File: config.mk
export PLATFORM = sky130hd
export DESIGN_NAME = accel_spi_sampler
export DESIGN_NICKNAME = d
export VERILOG_FILES = /design/src/rtl/accel_pkg.sv /design/src/rtl/spi_byte_xfer.sv /design/src/rtl/accel_spi_sampler.sv
export SDC_FILE = /design/constraint.sdc
export NUM_CORES = 1
export LEC_CHECK = 0
export CORE_UTILIZATION = 35
export DETAILED_ROUTE_END_ITERATION = 10
export HOLD_SLACK_MARGIN = 0.08
export PLACE_DENSITY_LB_ADDON = 0.05
export SLEW_MARGIN = 10
export SYNTH_ARGS = -nofsm -noshare
export SYNTH_HDL_FRONTEND = slang
export SYNTH_SLANG_ARGS = --single-unit
export TNS_END_PERCENT = 1
File: constraint.sdc
create_clock -name clk -period 8 [get_ports clk]
set_input_delay 1.2 -clock clk [delete_from_list [all_inputs] [get_ports clk]]
set_output_delay 1.2 -clock clk [all_outputs]
set_load 0.05 [all_outputs]
File: src/rtl/accel_pkg.sv
// accel_pkg: ADXL362 command constants and sampler FSM encoding
package accel_pkg;
  localparam logic [7:0] OP_WRITE          = 8'h0A;
  localparam logic [7:0] OP_READ           = 8'h0B;
  localparam logic [7:0] REG_POWER_CTL     = 8'h2D;
  localparam logic [7:0] REG_XDATA         = 8'h08;
  localparam logic [7:0] POWER_CTL_MEASURE = 8'h02;
  typedef enum logic [2:0] {
    S_WAIT_START, S_INIT, S_GAP, S_IDLE, S_READ, S_UPDATE
  } state_t;
  function automatic logic [7:0] frame_byte(input logic rd, input logic [1:0] idx);
    return rd ? (idx == 2'd0 ? OP_READ : idx == 2'd1 ? REG_XDATA : 8'h00)
              : (idx == 2'd0 ? OP_WRITE : idx == 2'd1 ? REG_POWER_CTL : POWER_CTL_MEASURE);
  endfunction
endpackage

File: src/rtl/spi_byte_xfer.sv
// spi_byte_xfer: one-byte SPI mode-0 shifter, MSB first, HALF clks per SCLK half period
module spi_byte_xfer #(
  parameter int HALF = 50
) (
  input  logic       clk,
  input  logic       rst,
  input  logic       i_start,
  input  logic [7:0] i_tx,
  input  logic       i_miso,
  output logic       o_sclk,
  output logic       o_mosi,
  output logic       o_busy,
  output logic       o_done,
  output logic [7:0] o_rx
);
  localparam int CW = HALF > 1 ? $clog2(HALF) : 1;
  logic [CW-1:0] r_cnt;
  logic [2:0]    r_bit;
  logic [7:0]    r_sh, r_rx;
  logic          r_sclk, r_busy, r_done;
  logic          w_edge;
  assign w_edge = r_busy && r_cnt == CW'(HALF - 1);
  assign o_sclk = r_sclk;
  assign o_mosi = r_sh[7];
  assign o_busy = r_busy;
  assign o_done = r_done;
  assign o_rx   = r_rx;
  // rising SCLK samples MISO, falling SCLK advances MOSI; the byte ends on the 8th fall
  always_ff @(posedge clk or posedge rst)
    if (rst) begin
      r_cnt  <= '0;
      r_bit  <= '0;
      r_sh   <= '0;
      r_rx   <= '0;
      r_sclk <= 1'b0;
      r_busy <= 1'b0;
      r_done <= 1'b0;
    end else begin
      r_done <= 1'b0;
      if (i_start && !r_busy) begin
        r_busy <= 1'b1;
        r_sh   <= i_tx;
        r_cnt  <= '0;
        r_bit  <= '0;
      end else if (r_busy) begin
        r_cnt <= w_edge ? '0 : r_cnt + 1'b1;
        if (w_edge) begin
          r_sclk <= !r_sclk;
          if (!r_sclk) r_rx <= {r_rx[6:0], i_miso};
          else if (r_bit == 3'd7) begin
            r_busy <= 1'b0;
            r_done <= 1'b1;
            r_sh   <= '0;
          end else begin
            r_bit <= r_bit + 3'd1;
            r_sh  <= {r_sh[6:0], 1'b0};
          end
        end
      end
    end
endmodule

File: src/rtl/accel_spi_sampler.sv
// accel_spi_sampler: ADXL362 SPI master that configures measurement mode, then
// periodically reads X/Y, converts to offset binary and moving-averages them.
module accel_spi_sampler
  import accel_pkg::*;
#(
  parameter int CLK_FREQUENCY_HZ    = 100000000,
  parameter int SCLK_FREQUENCY_HZ   = 1000000,
  parameter int SAMPLE_FREQUENCY_HZ = 100,
  parameter int STARTUP_CYCLES      = 500000,
  parameter int AVG_LOG2            = 2,
  parameter int SIMULATE            = 0,
  parameter int SIMULATE_SAMPLE_CNT = 2000
) (
  input  logic       clk,
  input  logic       reset,
  input  logic       spi_miso,
  output logic       spi_sclk,
  output logic       spi_mosi,
  output logic       spi_csn,
  output logic [7:0] accelX_out,
  output logic [7:0] accelY_out,
  output logic       sample_valid,
  output logic       init_done
);
  localparam int HALF_RAW   = CLK_FREQUENCY_HZ / (2 * SCLK_FREQUENCY_HZ);
  localparam int HALF       = HALF_RAW < 1 ? 1 : HALF_RAW;
  localparam int SAMPLE_CNT = SIMULATE != 0 ? SIMULATE_SAMPLE_CNT : CLK_FREQUENCY_HZ / SAMPLE_FREQUENCY_HZ;
  localparam int START_CNT  = SIMULATE != 0 ? 16 : STARTUP_CYCLES;
  localparam int GAP_CNT    = 2 * HALF;
  localparam int N          = 1 << AVG_LOG2;
  localparam int SW         = 8 + AVG_LOG2;
  state_t        r_state, w_next;
  logic [31:0]   r_wcnt, r_tcnt;
  logic [1:0]    r_byte;
  logic          r_kick, r_pend, r_init;
  logic [7:0]    r_rawx, r_rawy;
  logic [7:0]    r_hx [N];
  logic [7:0]    r_hy [N];
  logic [SW-1:0] r_sx, r_sy, w_sx, w_sy;
  logic          w_tick, w_busy, w_done, w_last, w_xfer_next;
  logic [7:0]    w_rx;
  assign w_tick      = r_tcnt == 32'(SAMPLE_CNT - 1);
  assign w_last      = r_byte == (r_state == S_READ ? 2'd3 : 2'd2);
  assign w_xfer_next = w_next == S_INIT || w_next == S_READ;
  assign spi_csn     = !(r_state == S_INIT || r_state == S_READ);
  assign init_done   = r_init;
  assign w_sx        = r_sx + SW'(r_rawx ^ 8'h80) - SW'(r_hx[N-1]);
  assign w_sy        = r_sy + SW'(r_rawy ^ 8'h80) - SW'(r_hy[N-1]);
  spi_byte_xfer #(.HALF(HALF)) u_xfer (
    .clk(clk), .rst(reset), .i_start(r_kick && !w_busy),
    .i_tx(frame_byte(r_state == S_READ, r_byte)), .i_miso(spi_miso),
    .o_sclk(spi_sclk), .o_mosi(spi_mosi), .o_busy(w_busy), .o_done(w_done), .o_rx(w_rx)
  );
  always_comb begin
    w_next = r_state;
    case (r_state)
      S_WAIT_START: if (r_wcnt == 32'(START_CNT - 1)) w_next = S_INIT;
      S_INIT:       if (w_done && w_last) w_next = S_GAP;
      S_GAP:        if (r_wcnt == 32'(GAP_CNT - 1)) w_next = S_IDLE;
      S_IDLE:       if (w_tick || r_pend) w_next = S_READ;
      S_READ:       if (w_done && w_last) w_next = S_UPDATE;
      S_UPDATE:     w_next = S_GAP;
      default:      w_next = S_WAIT_START;
    endcase
  end
  // a tick outside IDLE is remembered once and served when the FSM returns to IDLE
  always_ff @(posedge clk or posedge reset)
    if (reset) begin
      r_state <= S_WAIT_START;
      r_wcnt  <= '0;
      r_tcnt  <= '0;
      r_byte  <= '0;
      r_kick  <= 1'b0;
      r_pend  <= 1'b0;
      r_init  <= 1'b0;
      r_rawx  <= '0;
      r_rawy  <= '0;
    end else begin
      r_state <= w_next;
      r_wcnt  <= w_next != r_state ? '0 : r_wcnt + 32'd1;
      r_tcnt  <= w_tick ? '0 : r_tcnt + 32'd1;
      r_pend  <= r_state == S_IDLE ? 1'b0 : r_pend || (w_tick && r_state != S_WAIT_START);
      r_kick  <= (w_xfer_next && w_next != r_state) || (w_done && !w_last);
      r_byte  <= w_next != r_state ? 2'd0 : r_byte + 2'(w_done);
      r_init  <= r_init || (r_state == S_INIT && w_next == S_GAP);
      if (r_state == S_READ && w_done && r_byte == 2'd2) r_rawx <= w_rx;
      if (r_state == S_READ && w_done && r_byte == 2'd3) r_rawy <= w_rx;
    end
  always_ff @(posedge clk or posedge reset)
    if (reset) begin
      for (int i = 0; i < N; i++) begin
        r_hx[i] <= 8'h80;
        r_hy[i] <= 8'h80;
      end
      r_sx         <= SW'(128 << AVG_LOG2);
      r_sy         <= SW'(128 << AVG_LOG2);
      accelX_out   <= 8'h80;
      accelY_out   <= 8'h80;
      sample_valid <= 1'b0;
    end else begin
      sample_valid <= r_state == S_UPDATE;
      if (r_state == S_UPDATE) begin
        r_hx[0] <= r_rawx ^ 8'h80;
        r_hy[0] <= r_rawy ^ 8'h80;
        for (int i = N - 1; i > 0; i--) begin
          r_hx[i] <= r_hx[i-1];
          r_hy[i] <= r_hy[i-1];
        end
        r_sx       <= w_sx;
        r_sy       <= w_sy;
        accelX_out <= 8'(w_sx >> AVG_LOG2);
        accelY_out <= 8'(w_sy >> AVG_LOG2);
      end
    end
endmodule

==> flow_metrics.env <==
export IMPL_synth_edf_count=0
export IMPL_vdd_ir_drop_max_uv=156
export IMPL_period_share=0.439
export IMPL_final_hold_viol_count=0
export IMPL_synthTopCellsByArea="dfrtp_1, nand2_1, xor2_1"
export IMPL_syn_area_mm2=0.00994
export IMPL_cts_buffer_depth=3
export IMPL_fin_tns_setup_ps=0
export IMPL_power_density_mw_per_mm2=191
export IMPL_drt_pass1_iterations=4
export IMPL_die_area_mm2=0.0291
export IMPL_core_mm2=0.0279
export IMPL_port_buffers=23
export IMPL_wire_per_inst_um=13.9
export IMPL_initial_core_util=0.357
export IMPL_reg2reg_to="accelY_out[7]"
export IMPL_cts_hold_buf=0
export IMPL_root_buffer="clkbuf_16"
export IMPL_synth_nets=1097
export IMPL_crit_fanout=11
export IMPL_end_kind="output pin"
export IMPL_leakage_nw=5.31
export IMPL_synth_ff_type="dfrtp_1"
export IMPL_crit_start="r_state[0]"
export IMPL_min_to="r_hx[15]"
export IMPL_setup_worst_path_start_class="flip-flop"
export IMPL_antenna_found_initial=0
export IMPL_hold_depth=2
export IMPL_cp_num_cells=3
export IMPL_grt_max_degree=88
export IMPL_cts_tree="done"
export IMPL_netlist_instances=1051
export IMPL_grt_pass1_vias=6902
export IMPL_grt_overflow_total=0
export IMPL_regArea_mm2=0.00504
export IMPL_slew_headroom=0.341
export IMPL_drtAntennaViolNets=0
export IMPL_post_cts_buffers=0
export IMPL_syn_area_per_cell_um2=9.46
export IMPL_die_width_um=171
export IMPL_drt_iter0_drc=291
export IMPL_hp_class="reg2reg"
export IMPL_r2r_cells=10
export IMPL_clkSinkCount=201
export IMPL_crit_required_ps=6800
export IMPL_path_clk_slew_ps=60
export IMPL_final_util=0.403
export IMPL_setup_viol=0
export IMPL_status="finished, final reports clean"
export IMPL_async_flop_share=1.00
export IMPL_gp_congestion=0.741
export IMPL_critPathKind="reg2out"
export IMPL_crit_family="buffers and inverters"
export IMPL_synth_top_area_cell="dfrtp_1"
export IMPL_timing_rr_start="accelY_out[1]"
export IMPL_crit_buf_inv=1
export IMPL_post_route_min_period_ps=3520
export IMPL_grt_pass1_wl_um=35200
export IMPL_fmax_mhz=284
export IMPL_slowest_stage="clkdlybuf4s50_1"
export IMPL_grt_use_total=0.149
export IMPL_timing_final_ws_setup_ps=4480
export IMPL_ios=24
export IMPL_path_cells="nor2b_1 > o21bai_1 > clkdlybuf4s50_1"
export IMPL_nets=1103
export IMPL_fin_skew_ps=14.6
export IMPL_htreeDepth=1
export IMPL_dpl_hpwl_um=13200
export IMPL_synth_ff_latch_count=201
export IMPL_hp_start="r_hx[23]"
export IMPL_wl_um=20100
export IMPL_critPathMaxStageDelay_ps=840
export IMPL_synth_top_area_frac=0.481
export IMPL_vias=6828
export IMPL_final_max_slew_viol_count=0
export IMPL_cts_made_buffers=25
export IMPL_drive_gt1_frac=0.0718
export IMPL_clk_latency_ps=520
export IMPL_maxCapViolCount=0
export IMPL_multi_input_area_mm2=0.00433
export IMPL_yosysSeqAreaShare=0.507
export IMPL_nFillCells=2779
export IMPL_cts_resized=0
export IMPL_tightest_slew_ps=985
export IMPL_die_h_um=171
export IMPL_r2r_setup_slack_ps=4960
export IMPL_ys_types=54
export IMPL_yosysWarnings=0
export IMPL_rsz0062_at_grt="false"
export IMPL_crit_arrival_ps=2320
export IMPL_drc=0
export IMPL_via_per_inst=4.71
export IMPL_dp_slack_ps=4900
export IMPL_syn2layout_area_growth_pct=12.9
export IMPL_num_rows=61
export IMPL_n_antenna_cell=0
==> cell usage in the layout (no fill, tap or decap), types with 6 or more instances in the layout <==
cell type / count
a21oi_1: 14
and3_1: 16
buf_4: 6
clkbuf_1: 9
clkbuf_16: 25
clkdlybuf4s50_1: 23
dfrtp_1: 191
dfstp_2: 10
fa_1: 16
ha_1: 27
inv_1: 78
mux2_2: 12
nand2_1: 242
nand3_1: 36
nand4_1: 18
nor2_1: 92
nor2b_1: 10
nor3_1: 15
nor4_1: 9
o21a_1: 11
o21ai_0: 60
o31ai_1: 8
xnor2_1: 29
xor2_1: 43
==> where the power goes <==
| group | switching, W | internal (W) |
|---|---|---|
| sequential | 0.000000364 | 0.00102 |
| clock | 0.000418 | 0.000682 |
| combinational | 0.0000206 | 0.00000188 |
==> synthesized netlist by cell type, drive strengths merged (11+ instances only) <==
cell type,number
xnor2,29
and3,16
nand2,242
nand3,37
mux2,12
xor2,43
buf,22
ha,27
dfrtp,191
nor2,92
fa,16
inv,80
nor3,17
a21oi,14
nand4,18
o21ai,62
o21a,11
clkbuf,28
==> worst reg2reg max path, stage by stage, from the launching register on <==
cell       delay (ps)
dfrtp_1           370
inv_1              70
fa_1              530
inv_1              40
ha_1              340
and3_1            190
a2111oi_1         710
a211oi_1          200
o21a_1            230
o21ai_1           160
xnor2_1           130
==> layout make-up <==
class / instances / area share
clock buffer: 39 / 0.0649
clock inverter: 3 / 0.00613
inverter: 80 / 0.0274
multi-input combinational: 720 / 0.386
sequential: 201 / 0.449
tap: 378 / 0.0421
timing repair buffer: 29 / 0.0245
==> metal layers <==
metal	routed length [um]	track usage	part of all wire
met1	9800	0.204	0.49
met2	9250	0.243	0.46
met3	584	0.0231	0.029
met4	460	0.0411	0.023
met5	0	0	0
==> logic make-up (layout without fill, tap and decap cells) <==
family                   Yosys count  after routing  share of synthesized area
XOR/XNOR                          72             72                     0.0634
AND/OR/NAND/NOR                  474            474                      0.218
AO/OA/AOI/OAI                    118            118                     0.0729
flip-flops                       201            201                      0.507
adder cells (fa/ha/maj)           43             43                     0.0662
buffers and inverters            130            151                     0.0577
multiplexers                      13             13                     0.0146
==> per-stage QoR <==
stage / cells / area, um^2 / total power, W / hold slack [ps]
after floorplan: 1051 / 9940 / 0.00105 / 435
after global placement: 1408 / 10400 / 0.00106 / 442
after detailed placement: 1408 / 10400 / 0.00106 / 448
after CTS: 1450 / 11200 / 0.00219 / 444
after global routing: 1450 / 11200 / 0.00223 / 464
final: 1450 / 11200 / 0.00214 / 449
==> sequential cells by signal, summed over array words and instances (netlist names) <==
name and cells:
r_hx 32, r_hy 32, r_tcnt 32, r_wcnt 32, accelX_out 8, accelY_out 8, r_rawx 8, r_rawy 8
u_xfer.o_rx 8, u_xfer.r_sh 8, u_xfer.r_cnt 6, r_state 3, u_xfer.r_bit 3, r_byte 2, r_sx 2, r_sy 2
init_done 1, r_kick 1, r_pend 1, sample_valid 1, u_xfer.o_busy 1, u_xfer.o_done 1, u_xfer.o_sclk 1
==> worst max-delay path by stage <==
stage,endpoint
after floorplan,accelX_out[0]
after global placement,u_xfer.r_sh[7]
after detailed placement,u_xfer.r_sh[7]
after CTS,spi_csn
after global routing,spi_csn
final,spi_csn
Note: power is estimated with default switching activity, not from simulation.
